$ cat src/rtl/fpu_add_pipelined.sv
// rtl/fpu_add_pipelined.sv - 3-stage pipelined IEEE-754 add/subtract core (align, add, normalize)
//
// Ports:
//   clk, rst                 clock, synchronous active-high reset
//   in_valid/in_ready        operand handshake
//   in_a, in_b               packed operands {sign, exp, man}
//   in_sub                   1: a-b, 0: a+b
//   in_mode                  rounding mode, carried alongside the beat
//   out_valid/out_ready      result handshake
//   out_sign/out_exponent    result sign and biased exponent (0 = denormal/zero)
//   out_mantissa             significand including hidden bit
//   out_guard                bits below the mantissa, LSB sticky
//   out_nan/out_inf/out_zero special-result flags
//   out_mode                 rounding mode of this result
module fpu_add_pipelined #(
  parameter int EXP_WIDTH  = 8,
  parameter int MAN_WIDTH  = 23,
  parameter int GUARD_BITS = 3
) (
  input  logic                            clk,
  input  logic                            rst,
  input  logic                            in_valid,
  output logic                            in_ready,
  input  logic [EXP_WIDTH+MAN_WIDTH:0]    in_a,
  input  logic [EXP_WIDTH+MAN_WIDTH:0]    in_b,
  input  logic                            in_sub,
  input  logic [2:0]                      in_mode,
  output logic                            out_valid,
  input  logic                            out_ready,
  output logic                            out_sign,
  output logic [EXP_WIDTH-1:0]            out_exponent,
  output logic [MAN_WIDTH:0]              out_mantissa,
  output logic [GUARD_BITS-1:0]           out_guard,
  output logic                            out_nan,
  output logic                            out_inf,
  output logic                            out_zero,
  output logic [2:0]                      out_mode
);

  localparam int F   = 1 + EXP_WIDTH + MAN_WIDTH;
  localparam int W   = MAN_WIDTH + 1 + GUARD_BITS;
  localparam int LZW = $clog2(W + 1);
  localparam int SW  = (LZW > EXP_WIDTH) ? LZW : EXP_WIDTH;
  localparam logic [EXP_WIDTH-1:0] EXP_ONES = '1;
  localparam logic [2:0]           MODE_RDN = 3'b010;

  // ---------------- flow control ----------------
  logic s1_valid_q, s2_valid_q, s3_valid_q;
  logic s1_en, s2_en, s3_en;

  // A stage loads when it is empty or its content moves on this cycle.
  assign s3_en    = !s3_valid_q || out_ready;
  assign s2_en    = !s2_valid_q || s3_en;
  assign s1_en    = !s1_valid_q || s2_en;
  assign in_ready = s1_en;

  always_ff @(posedge clk) begin
    if (rst) begin
      s1_valid_q <= 1'b0;
      s2_valid_q <= 1'b0;
      s3_valid_q <= 1'b0;
    end else begin
      if (s1_en) s1_valid_q <= in_valid;
      if (s2_en) s2_valid_q <= s1_valid_q;
      if (s3_en) s3_valid_q <= s2_valid_q;
    end
  end

  // ---------------- stage 1: align ----------------
  logic                 sa, sb;
  logic [EXP_WIDTH-1:0] ea, eb, eea, eeb, diff1;
  logic [MAN_WIDTH-1:0] ma, mb;
  logic                 den_a, den_b, nan_a, nan_b, inf_a, inf_b, zro_a, zro_b, swap;
  logic [W-1:0]         sig_a, sig_b, big_sig, sm_sig, sm_shift;
  logic [SW-1:0]        sh1;
  logic                 lost1;

  logic                 s1_sign_a_d, s1_sign_b_d, s1_sub_d, s1_nan_d, s1_inf_d, s1_inf_sign_d, s1_bz_d;
  logic [EXP_WIDTH-1:0] s1_exp_d;
  logic [W-1:0]         s1_sig_a_d, s1_sig_b_d;

  always_comb begin
    sa    = in_a[F-1];
    sb    = in_b[F-1] ^ in_sub;  // b sign after applying the subtract op
    ea    = in_a[F-2:MAN_WIDTH];
    eb    = in_b[F-2:MAN_WIDTH];
    ma    = in_a[MAN_WIDTH-1:0];
    mb    = in_b[MAN_WIDTH-1:0];
    den_a = (ea == '0);
    den_b = (eb == '0);
    nan_a = (ea == EXP_ONES) && (ma != '0);
    nan_b = (eb == EXP_ONES) && (mb != '0);
    inf_a = (ea == EXP_ONES) && (ma == '0);
    inf_b = (eb == EXP_ONES) && (mb == '0);
    zro_a = den_a && (ma == '0);
    zro_b = den_b && (mb == '0);
    sig_a = {!den_a, ma, {GUARD_BITS{1'b0}}};
    sig_b = {!den_b, mb, {GUARD_BITS{1'b0}}};
    // Denormals share the scale of exponent 1.
    eea   = ea + {{(EXP_WIDTH-1){1'b0}}, den_a};
    eeb   = eb + {{(EXP_WIDTH-1){1'b0}}, den_b};
    swap  = (eeb > eea);

    s1_sign_a_d = swap ? sb : sa;
    s1_sign_b_d = swap ? sa : sb;
    s1_exp_d    = swap ? eeb : eea;
    big_sig     = swap ? sig_b : sig_a;
    sm_sig      = swap ? sig_a : sig_b;
    diff1       = swap ? (eeb - eea) : (eea - eeb);
    sh1         = (SW'(diff1) > SW'(W)) ? SW'(W) : SW'(diff1);
    sm_shift    = sm_sig >> sh1;
    // Every bit shifted out collapses into the sticky LSB.
    lost1       = |(sm_sig & ~({W{1'b1}} << sh1));
    s1_sig_a_d  = big_sig;
    s1_sig_b_d  = {sm_shift[W-1:1], sm_shift[0] | lost1};
    s1_sub_d    = sa ^ sb;

    s1_nan_d      = nan_a || nan_b || (inf_a && inf_b && (sa ^ sb));
    s1_inf_d      = inf_a || inf_b;
    s1_inf_sign_d = inf_a ? sa : sb;
    s1_bz_d       = zro_a && zro_b;
  end

  logic                 s1_sign_a_q, s1_sign_b_q, s1_sub_q, s1_nan_q, s1_inf_q, s1_inf_sign_q, s1_bz_q;
  logic [EXP_WIDTH-1:0] s1_exp_q;
  logic [W-1:0]         s1_sig_a_q, s1_sig_b_q;
  logic [2:0]           s1_mode_q;

  always_ff @(posedge clk) begin
    if (rst) begin
      s1_sign_a_q <= 1'b0; s1_sign_b_q <= 1'b0; s1_sub_q <= 1'b0;
      s1_nan_q <= 1'b0; s1_inf_q <= 1'b0; s1_inf_sign_q <= 1'b0; s1_bz_q <= 1'b0;
      s1_exp_q <= '0; s1_sig_a_q <= '0; s1_sig_b_q <= '0; s1_mode_q <= '0;
    end else if (s1_en) begin
      s1_sign_a_q <= s1_sign_a_d; s1_sign_b_q <= s1_sign_b_d; s1_sub_q <= s1_sub_d;
      s1_nan_q <= s1_nan_d; s1_inf_q <= s1_inf_d; s1_inf_sign_q <= s1_inf_sign_d; s1_bz_q <= s1_bz_d;
      s1_exp_q <= s1_exp_d; s1_sig_a_q <= s1_sig_a_d; s1_sig_b_q <= s1_sig_b_d; s1_mode_q <= in_mode;
    end
  end

  // ---------------- stage 2: add ----------------
  logic [W:0] s2_sum_d;
  logic       s2_sign_d, s2_zero_d, s2_zsign_d;

  always_comb begin
    if (!s1_sub_q) begin
      s2_sum_d  = {1'b0, s1_sig_a_q} + {1'b0, s1_sig_b_q};
      s2_sign_d = s1_sign_a_q;
    end else if (s1_sig_a_q >= s1_sig_b_q) begin
      s2_sum_d  = {1'b0, s1_sig_a_q} - {1'b0, s1_sig_b_q};
      s2_sign_d = s1_sign_a_q;
    end else begin
      // Same exponent but b has the larger significand.
      s2_sum_d  = {1'b0, s1_sig_b_q} - {1'b0, s1_sig_a_q};
      s2_sign_d = s1_sign_b_q;
    end
    s2_zero_d  = (s2_sum_d == '0);
    s2_zsign_d = s1_bz_q ? (s1_sign_a_q & s1_sign_b_q) : (s1_mode_q == MODE_RDN);
  end

  logic                 s2_sign_q, s2_zero_q, s2_zsign_q, s2_nan_q, s2_inf_q, s2_inf_sign_q;
  logic [EXP_WIDTH-1:0] s2_exp_q;
  logic [W:0]           s2_sum_q;
  logic [2:0]           s2_mode_q;

  always_ff @(posedge clk) begin
    if (rst) begin
      s2_sign_q <= 1'b0; s2_zero_q <= 1'b0; s2_zsign_q <= 1'b0;
      s2_nan_q <= 1'b0; s2_inf_q <= 1'b0; s2_inf_sign_q <= 1'b0;
      s2_exp_q <= '0; s2_sum_q <= '0; s2_mode_q <= '0;
    end else if (s2_en) begin
      s2_sign_q <= s2_sign_d; s2_zero_q <= s2_zero_d; s2_zsign_q <= s2_zsign_d;
      s2_nan_q <= s1_nan_q; s2_inf_q <= s1_inf_q; s2_inf_sign_q <= s1_inf_sign_q;
      s2_exp_q <= s1_exp_q; s2_sum_q <= s2_sum_d; s2_mode_q <= s1_mode_q;
    end
  end

  // ---------------- stage 3: normalize ----------------
  logic [LZW-1:0]       lz;
  logic [SW-1:0]        lz_x, em1_x, sh3;
  logic                 s3_sign_d, s3_nan_d, s3_inf_d, s3_zero_d;
  logic [EXP_WIDTH-1:0] s3_exp_d;
  logic [W-1:0]         s3_sig_d;

  always_comb begin
    lz = LZW'(W);
    for (int i = 0; i < W; i++) begin
      if (s2_sum_q[i]) lz = LZW'(W - 1 - i);
    end
    lz_x  = SW'(lz);
    em1_x = SW'(s2_exp_q - 1'b1);
    sh3   = '0;

    s3_sign_d = s2_sign_q;
    s3_nan_d  = 1'b0;
    s3_inf_d  = 1'b0;
    s3_zero_d = 1'b0;

    if (s2_sum_q[W]) begin
      s3_sig_d = {s2_sum_q[W:2], s2_sum_q[1] | s2_sum_q[0]};
      s3_exp_d = s2_exp_q + 1'b1;
      if (s3_exp_d == EXP_ONES) begin
        s3_inf_d = 1'b1;
        s3_sig_d = '0;
      end
    end else begin
      // Shift no further than exponent 1; anything left unnormalized is denormal.
      sh3      = (lz_x < em1_x) ? lz_x : em1_x;
      s3_sig_d = s2_sum_q[W-1:0] << sh3;
      s3_exp_d = s2_exp_q - EXP_WIDTH'(sh3);
      if (!s3_sig_d[W-1]) s3_exp_d = '0;
    end

    if (s2_nan_q) begin
      s3_sign_d = 1'b0;
      s3_exp_d  = EXP_ONES;
      s3_sig_d  = {2'b11, {(W-2){1'b0}}};
      s3_nan_d  = 1'b1;
      s3_inf_d  = 1'b0;
    end else if (s2_inf_q) begin
      s3_sign_d = s2_inf_sign_q;
      s3_exp_d  = EXP_ONES;
      s3_sig_d  = '0;
      s3_inf_d  = 1'b1;
    end else if (s2_zero_q) begin
      s3_sign_d = s2_zsign_q;
      s3_exp_d  = '0;
      s3_sig_d  = '0;
      s3_zero_d = 1'b1;
    end else if (s3_inf_d) begin
      s3_exp_d  = EXP_ONES;
    end
  end

  logic                 s3_sign_q, s3_nan_q, s3_inf_q, s3_zero_q;
  logic [EXP_WIDTH-1:0] s3_exp_q;
  logic [W-1:0]         s3_sig_q;
  logic [2:0]           s3_mode_q;

  always_ff @(posedge clk) begin
    if (rst) begin
      s3_sign_q <= 1'b0; s3_nan_q <= 1'b0; s3_inf_q <= 1'b0; s3_zero_q <= 1'b0;
      s3_exp_q <= '0; s3_sig_q <= '0; s3_mode_q <= '0;
    end else if (s3_en) begin
      s3_sign_q <= s3_sign_d; s3_nan_q <= s3_nan_d; s3_inf_q <= s3_inf_d; s3_zero_q <= s3_zero_d;
      s3_exp_q <= s3_exp_d; s3_sig_q <= s3_sig_d; s3_mode_q <= s2_mode_q;
    end
  end

  assign out_valid    = s3_valid_q;
  assign out_sign     = s3_sign_q;
  assign out_exponent = s3_exp_q;
  assign out_mantissa = s3_sig_q[W-1:GUARD_BITS];
  assign out_guard    = s3_sig_q[GUARD_BITS-1:0];
  assign out_nan      = s3_nan_q;
  assign out_inf      = s3_inf_q;
  assign out_zero     = s3_zero_q;
  assign out_mode     = s3_mode_q;

endmodule

$ cat config.mk
export PLATFORM = sky130hd
export DESIGN_NAME = fpu_add_pipelined
export DESIGN_NICKNAME = d
export VERILOG_FILES = /design/src/rtl/fpu_add_pipelined.sv
export SDC_FILE = /design/constraint.sdc
export NUM_CORES = 1
export LEC_CHECK = 0
export CORE_MARGIN = 4
export CORE_UTILIZATION = 53
export CTS_CLUSTER_DIAMETER = 100
export DETAILED_ROUTE_END_ITERATION = 10
export GPL_TIMING_DRIVEN = 0
export PLACE_DENSITY = 0.73
export SKIP_LAST_GASP = 1
export SLEW_MARGIN = 10
export SYNTH_ARGS = -nofsm -noshare
export SYNTH_HDL_FRONTEND = slang
export SYNTH_SLANG_ARGS = --single-unit
$ cat constraint.sdc
create_clock -name clk -period 7.2 [get_ports clk]
set_input_delay 0.72 -clock clk [delete_from_list [all_inputs] [get_ports clk]]
set_output_delay 0.72 -clock clk [all_outputs]
set_load 0.1 [all_outputs]
==> impl_metrics.json, run 1 <==
{
  "hold_class": "register to register",
  "antennaDiodeCount": 0,
  "finalMaxSlewViolations": 0,
  "num_vias": 16900,
  "p_leak_nw": 7.17,
  "gp_routability_congestion": 1.03,
  "synth_seq_cells": 159,
  "cts_tree": "built",
  "min_period_ns": 6.90,
  "drive_gt1_share_pct": 5.35,
  "final_core_util_pct": 61.5,
  "critPathMaxFanout": 10,
  "antenna_found_initial": 0,
  "most-common-layout-cells": "239 x nand2_1, 199 x a21oi_1, 177 x nor2_1",
  "nets": 2394,
  "ys_seq_area_share_pct": 20.7,
  "clock_sinks": 159,
  "finalCritPeriodShare_pct": 95.9,
  "area_growth_pct": 14.8,
  "overflow": 0,
  "ios": 116,
  "final_common_cell": "nand2_1",
  "ctsRootBufferMaster": "clkbuf_16",
  "crit_type": "input pin to register",
  "max_slew_margin_pct": 29.8,
  "grt_util_all_layers_pct": 36.3,
  "ant_nets": 0,
  "holdBufCountCts": 0,
  "async_flop_share_pct": 0,
  "wl_mm": 59.7,
  "rows": 62,
  "synth_edf_count": 0,
  "dr.pass1.iters": 8,
  "tightest_slew_ns": 1.05,
  "switchingPower_mw": 2.21,
  "core_sq_um": 28700,
  "worst_slack_ns": 0.295,
  "avgRoutedWirePerCell_um": 22.9,
  "worstSkewPairLatency_ns": 0.44,
  "grt_pass1_wl_mm": 91.1,
  "end_kind": "register",
  "numPortBuffers": 115,
  "cts_buffer_depth": 2,
  "netlist_instances": 2076,
  "die-area_sq_um": 31800,
  "powerDensity_nw_per_um2": 257,
  "ys_warn_count": 0,
  "clock-skew-final_ns": 0.0172,
  "irDropWorstVdd_mv": 0.171,
  "min_delay_path_depth": 2,
  "viasPerCell": 6.49,
  "p_clk_share_pct": 20.1,
  "initial_core_util_pct": 53.6,
  "netlist_area_sq_um": 15400,
  "pwr-share-comb_pct": 55.8,
  "internal_power_mw": 2.34,
  "die_y_um": 178,
  "post-place-ws_ns": -0.439,
  "outcome": "completed",
  "fin_hold_ws_ns": 0.452,
  "ys.flop_type": "dfxtp_1",
  "path_clk_slew_ns": 0.07,
  "h-tree-depth": 4,
  "power_mw": 4.54,
  "hold_path_startpoint": "out_mode[2]$_SDFFE_PP0P_",
  "reg2reg_depth": 27,
  "synth_cell_types": 98,
  "pwr-share-seq_pct": 24.1,
  "numCtsBuffers": 17,
  "grt_max_degree": 17,
  "hpwl_mm": 47.7,
  "max_cap_viol_count": 0,
  "drc": 0,
  "cp-start-kind": "input pin",
  "r2r_start": "s2_sum_q[1]$_SDFFE_PP0P_",
  "grt_pass1_vias": 15900,
  "max_freq_ghz": 0.145,
  "fp.dieW_um": 178,
  "switching_share_pct": 48.6,
  "setup_viol": 0,
  "hold_violations": 0,
  "drt_iter0_markers": 1815,
  "synth_nets": 2257,
  "critPathArrivalTime_ns": 7.17,
  "startpoint": "in_a[24]",
  "avgSynthCellArea_sq_um": 7.41,
  "cp.required_ns": 7.47
}
state kept, by name (all words and copies together) (netlist names), 3 cells and up:
| name | count |
|---|---|
| s2_exp_q | 8 |
| s1_exp_q | 8 |
| s1_mode_q | 3 |
| s1_sig_b_q | 27 |
| s3_sig_q | 27 |
| s2_sum_q | 28 |
| s1_sig_a_q | 24 |
| out_mode | 3 |
| out_exponent | 8 |
| s2_mode_q | 3 |
power by group through the flow:
stage	registers, mW	logic, mW	clock network, mW
floorplan	1.48	1.40	0
finish	1.09	2.54	0.912
global placement	1.11	2.43	0
global route	1.10	2.67	0.946
CTS	1.09	2.46	0.911
detailed placement	1.11	2.44	0
what timing repair did:
item	4_1_cts	5_1_grt
setup buffers	0	3
endpoints found under the setup margin	1	19
pin swaps	0	1
resized for setup	1	4
Yosys cell counts (13+ instances only):
cell type / count / area share, %
nand2_1: 239 / 5.8
a21oi_1: 199 / 6.5
nor2_1: 177 / 4.3
dfxtp_1: 159 / 21
mux2i_1: 142 / 9.2
inv_1: 122 / 3.0
clkbuf_1: 108 / 2.6
ha_1: 104 / 8.5
o21ai_0: 83 / 2.7
nand3_1: 59 / 1.9
a211oi_1: 54 / 2.6
nor3_1: 47 / 1.5
xnor2_1: 39 / 2.2
o211ai_1: 31 / 1.5
nor4_1: 29 / 1.2
a31oi_1: 28 / 1.1
o21bai_1: 26 / 1.3
a21o_1: 23 / 1.1
nand2b_1: 22 / 0.89
a22oi_1: 20 / 0.98
xor2_1: 20 / 1.1
or3_1: 18 / 0.73
mux2_2: 16 / 1.2
nand4_1: 16 / 0.65
o22ai_1: 15 / 0.61
nor2b_1: 14 / 0.57
o21a_1: 14 / 0.68
and3_1: 13 / 0.53
logic make-up after synthesis:
family | share of synthesized area, %
adder cells (fa/ha/maj) | 9.11
AND/OR/NAND/NOR | 20.8
AO/OA/AOI/OAI | 27.5
flip-flops | 20.7
multiplexers | 11.4
other | 0.0244
XOR/XNOR | 3.46
buffers and inverters | 7.02
worst max-delay path, stage by stage:
cell	delay, ns
clkdlybuf4s50_1	0.50
or4_1	0.54
nor2_1	0.29
ha_1	0.29
ha_1	0.24
nand3_1	0.11
xnor2_1	0.32
inv_1	0.09
ha_1	0.22
a211oi_1	0.26
nor2_1	0.12
o31ai_4	0.36
mux2i_2	0.42
xor2_4	0.24
o311ai_2	0.41
nor3_4	0.09
buf_12	0.15
nand2_1	0.26
buf_2	0.33
buf_4	0.24
nand3_1	0.15
nor2_1	0.19
nor3_1	0.06
a2111oi_1	0.54
through the flow:
step	setup TNS (ns)	cell area [sq um]	instances
floorplan	0	15400	2076
global placement	-4.48	17000	2575
detailed placement	-4.78	17000	2575
CTS	0	17600	2607
global route	-0.00959	17700	2610
finish	0	17700	2610
area by class of cell:
cell class                      instances  area [sq um]
Timing Repair Buffer                  118          1190
Clock inverter                         14           148
Multi-Input combinational cell       1651         11100
Fill cell                            2711         11000
Sequential cell                       159          3180
Inverter                              124           465
Buffer                                142           616
Tap cell                              384           480
Clock buffer                           18           439
metal layers:
metal | wire (um) | vias to the layer above | share of wire, % | track usage [%]
met2 | 26700 | 931 | 45 | 57.6
met3 | 5190 | 162 | 8.7 | 5.64
met5 | 0 | - | 0 | 0
li1 | - | 7803 | - | -
met1 | 25200 | 8038 | 42 | 49.3
met4 | 2550 | 0 | 4.3 | 14.9
path summary, 6_finish.rpt:
check             slack (ns)                            to
setup reg to reg        0.53  out_exponent[6]$_SDFFE_PP0P_
hold reg to reg         0.45      out_mode[2]$_SDFFE_PP0P_
setup / recovery        0.30    s1_sig_b_q[9]$_SDFFE_PP0P_
hold / removal          0.45      out_mode[2]$_SDFFE_PP0P_
(Power assumes the default switching activity.)
==> run 2, diff against run 1 <==
--- a/config.mk
+++ b/config.mk
@@ -16,3 +16,4 @@
 export SYNTH_ARGS = -nofsm -noshare
 export SYNTH_HDL_FRONTEND = slang
 export SYNTH_SLANG_ARGS = --single-unit
+export TNS_END_PERCENT = 5
==> impl_metrics.json, run 2 (same netlist as run 1, synthesis figures left out) <==
{
  "die_y_um": 178,
  "max_slew_margin_pct": 30.0,
  "core_sq_um": 28700,
  "clock-skew-final_ns": 0.0159,
  "tightest_slew_ns": 1.05,
  "antennaDiodeCount": 0,
  "reg_top3": "s2_sum_q (28), s1_sig_b_q (27), s3_sig_q (27)",
  "slowest_stage": "mux2i_1",
  "r2r_slack_ns": 0.55,
  "pwr-share-seq_pct": 24.1,
  "place_inst": 2575,
  "largest-register": "s2_sum_q",
  "numPortBuffers": 115,
  "numCtsBuffers": 17,
  "switching_share_pct": 48.6,
  "holdBufCountCts": 0,
  "cp.required_ns": 7.48,
  "switchingPower_mw": 2.21,
  "antenna_found_initial": 0,
  "die-area_sq_um": 31800,
  "hold_path_startpoint": "out_mode[2]$_SDFFE_PP0P_",
  "p_leak_nw": 7.17,
  "powerDensity_nw_per_um2": 257,
  "critPathMaxFanout": 10,
  "dr.pass1.iters": 9,
  "drt_iter0_markers": 1768,
  "worstSkewPairLatency_ns": 0.45,
  "irDropWorstVdd_mv": 0.171,
  "drc": 0,
  "most-common-layout-cells": "239 x nand2_1, 199 x a21oi_1, 177 x nor2_1",
  "rows": 62,
  "min_period_ns": 6.92,
  "fp.dieW_um": 178,
  "area_growth_pct": 14.8,
  "overflow": 0,
  "startpoint": "in_a[24]",
  "cts_tree": "built",
  "internal_power_mw": 2.34,
  "setup_viol": 0,
  "ant_nets": 0,
  "final_area_sq_um": 17700,
  "ios": 116,
  "critPathArrivalTime_ns": 7.20,
  "initial_core_util_pct": 53.6,
  "wl_mm": 59.5,
  "power_mw": 4.54,
  "grt_max_degree": 17,
  "cpMostUsedCell": "ha_1",
  "timing.rr.end": "out_exponent[6]$_SDFFE_PP0P_",
  "num_vias": 16800,
  "final_common_cell": "nand2_1",
  "finalMaxSlewViolations": 0,
  "viasPerCell": 6.44,
  "tns_ns": 0,
  "hpwl_mm": 47.7,
  "path_clk_slew_ns": 0.07,
  "slowest_delay_ns": 0.67,
  "grt_pass1_vias": 15900,
  "r2r_start": "s2_sum_q[1]$_SDFFE_PP0P_",
  "end_kind": "register",
  "ctsRootBufferMaster": "clkbuf_16",
  "h-tree-depth": 4,
  "nFillCells": 2712,
  "reg2reg_depth": 27,
  "hold_violations": 0,
  "max_cap_viol_count": 0,
  "largest_register_ffs": 28,
  "gp_routability_congestion": 1.03,
  "hold_class": "register to register",
  "outcome": "completed",
  "p_clk_share_pct": 20.1,
  "drive_gt1_share_pct": 5.30,
  "hold_end": "out_mode[2]$_SDFFE_PP0P_",
  "layoutNonFillerInstCount": 2610,
  "finalCritPeriodShare_pct": 96.1,
  "pwr-share-comb_pct": 55.8,
  "crit_chain": "clkdlybuf4s50_1 > or4_1 > nor2_1 > ha_1 > ha_1 > nand3_1 > xnor2_1 > inv_1 > ha_1 > nand4_1 > a21oi_2 > o31a_1 > buf_6 > buf_6 > buf_1 > mux2i_1 > nand2_1 > nor4_1 > o2111ai_1 > or3_1 > o22ai_1 > a221oi_1",
  "cts_buffer_depth": 2,
  "clock_sinks": 159,
  "ff_latch_area_sq_um": 3180,
  "cp-start-kind": "input pin",
  "grt_util_all_layers_pct": 36.3,
  "avgRoutedWirePerCell_um": 22.8,
  "rsz0062_at_grt": "true",
  "final_core_util_pct": 61.5,
  "crit_type": "input pin to register",
  "grt_pass1_wl_mm": 91.1,
  "min_delay_path_depth": 2,
  "multi_input_area_sq_um": 11100,
  "nets": 2394,
  "max_freq_ghz": 0.145,
  "place_area_sq_um": 17000
}
-- run 2: cell count changes in the layout (fill, tap and decap cells not counted), sizes merged --
cell | before | now
buf | 36 | 37
clkbuf | 127 | 126
-- run 2: layout make-up --
| type | instances | area share, % |
|---|---|---|
| Multi-Input combinational cell | 1651 | 63.1 |
| Sequential cell | 159 | 18.0 |
| Timing Repair Buffer | 118 | 6.72 |
| Buffer | 142 | 3.48 |
| Tap cell | 384 | 2.72 |
| Inverter | 124 | 2.64 |
| Clock buffer | 18 | 2.49 |
| Clock inverter | 14 | 0.836 |
-- run 2: what timing repair did --
action                                  4_1_cts  5_1_grt
resized for setup                             1        3
endpoints found under the setup margin        1       19
buffers inserted                              0        3
pin swaps                                     0        1
-- run 2: worst max-delay path by stage --
stage,endpoint,cells after the start
after floorplan,s1_sig_b_q[2]$_SDFFE_PP0P_,21
after global placement,s1_sig_b_q[9]$_SDFFE_PP0P_,22
after detailed placement,s1_sig_b_q[9]$_SDFFE_PP0P_,22
after CTS,s1_sig_b_q[9]$_SDFFE_PP0P_,22
after global routing,s1_sig_b_q[0]$_SDFFE_PP0P_,22
final,s1_sig_b_q[0]$_SDFFE_PP0P_,22
-- run 2: layer usage --
metal	vias up	global-route usage, %	wire length (um)
li1	7799	-	-
met1	7963	49.3	25400
met2	898	57.6	26500
met3	161	5.64	5000
met4	0	14.9	2580
met5	-	0	0
-- run 2: stage by stage --
step | setup slack (ns) | hold WS (ns)
final | 0.280 | 0.451
after floorplan | 1.52 | 0.432
after global placement | -0.460 | 0.436
after global routing | -0.0238 | 0.472
after CTS | 0.104 | 0.456
after detailed placement | -0.439 | 0.447
-- run 2: critical path: cells and delay by family --
family	cells	cell delay [ns]
adders and majority gates	3	0.93
and+or+nand+nor	7	2.25
muxes	1	0.67
xor gates and xnor gates	1	0.26
AOI/OAI and AO/OA	5	0.86
buffers and inverters	5	1.49
-- run 2: power groups by stage --
stage	clock (mW)	sequential [mW]	combinational (mW)
after floorplan	0	1.48	1.40
after global placement	0	1.11	2.43
after detailed placement	0	1.11	2.44
after CTS	0.911	1.09	2.46
after global routing	0.946	1.10	2.67
final	0.912	1.09	2.54
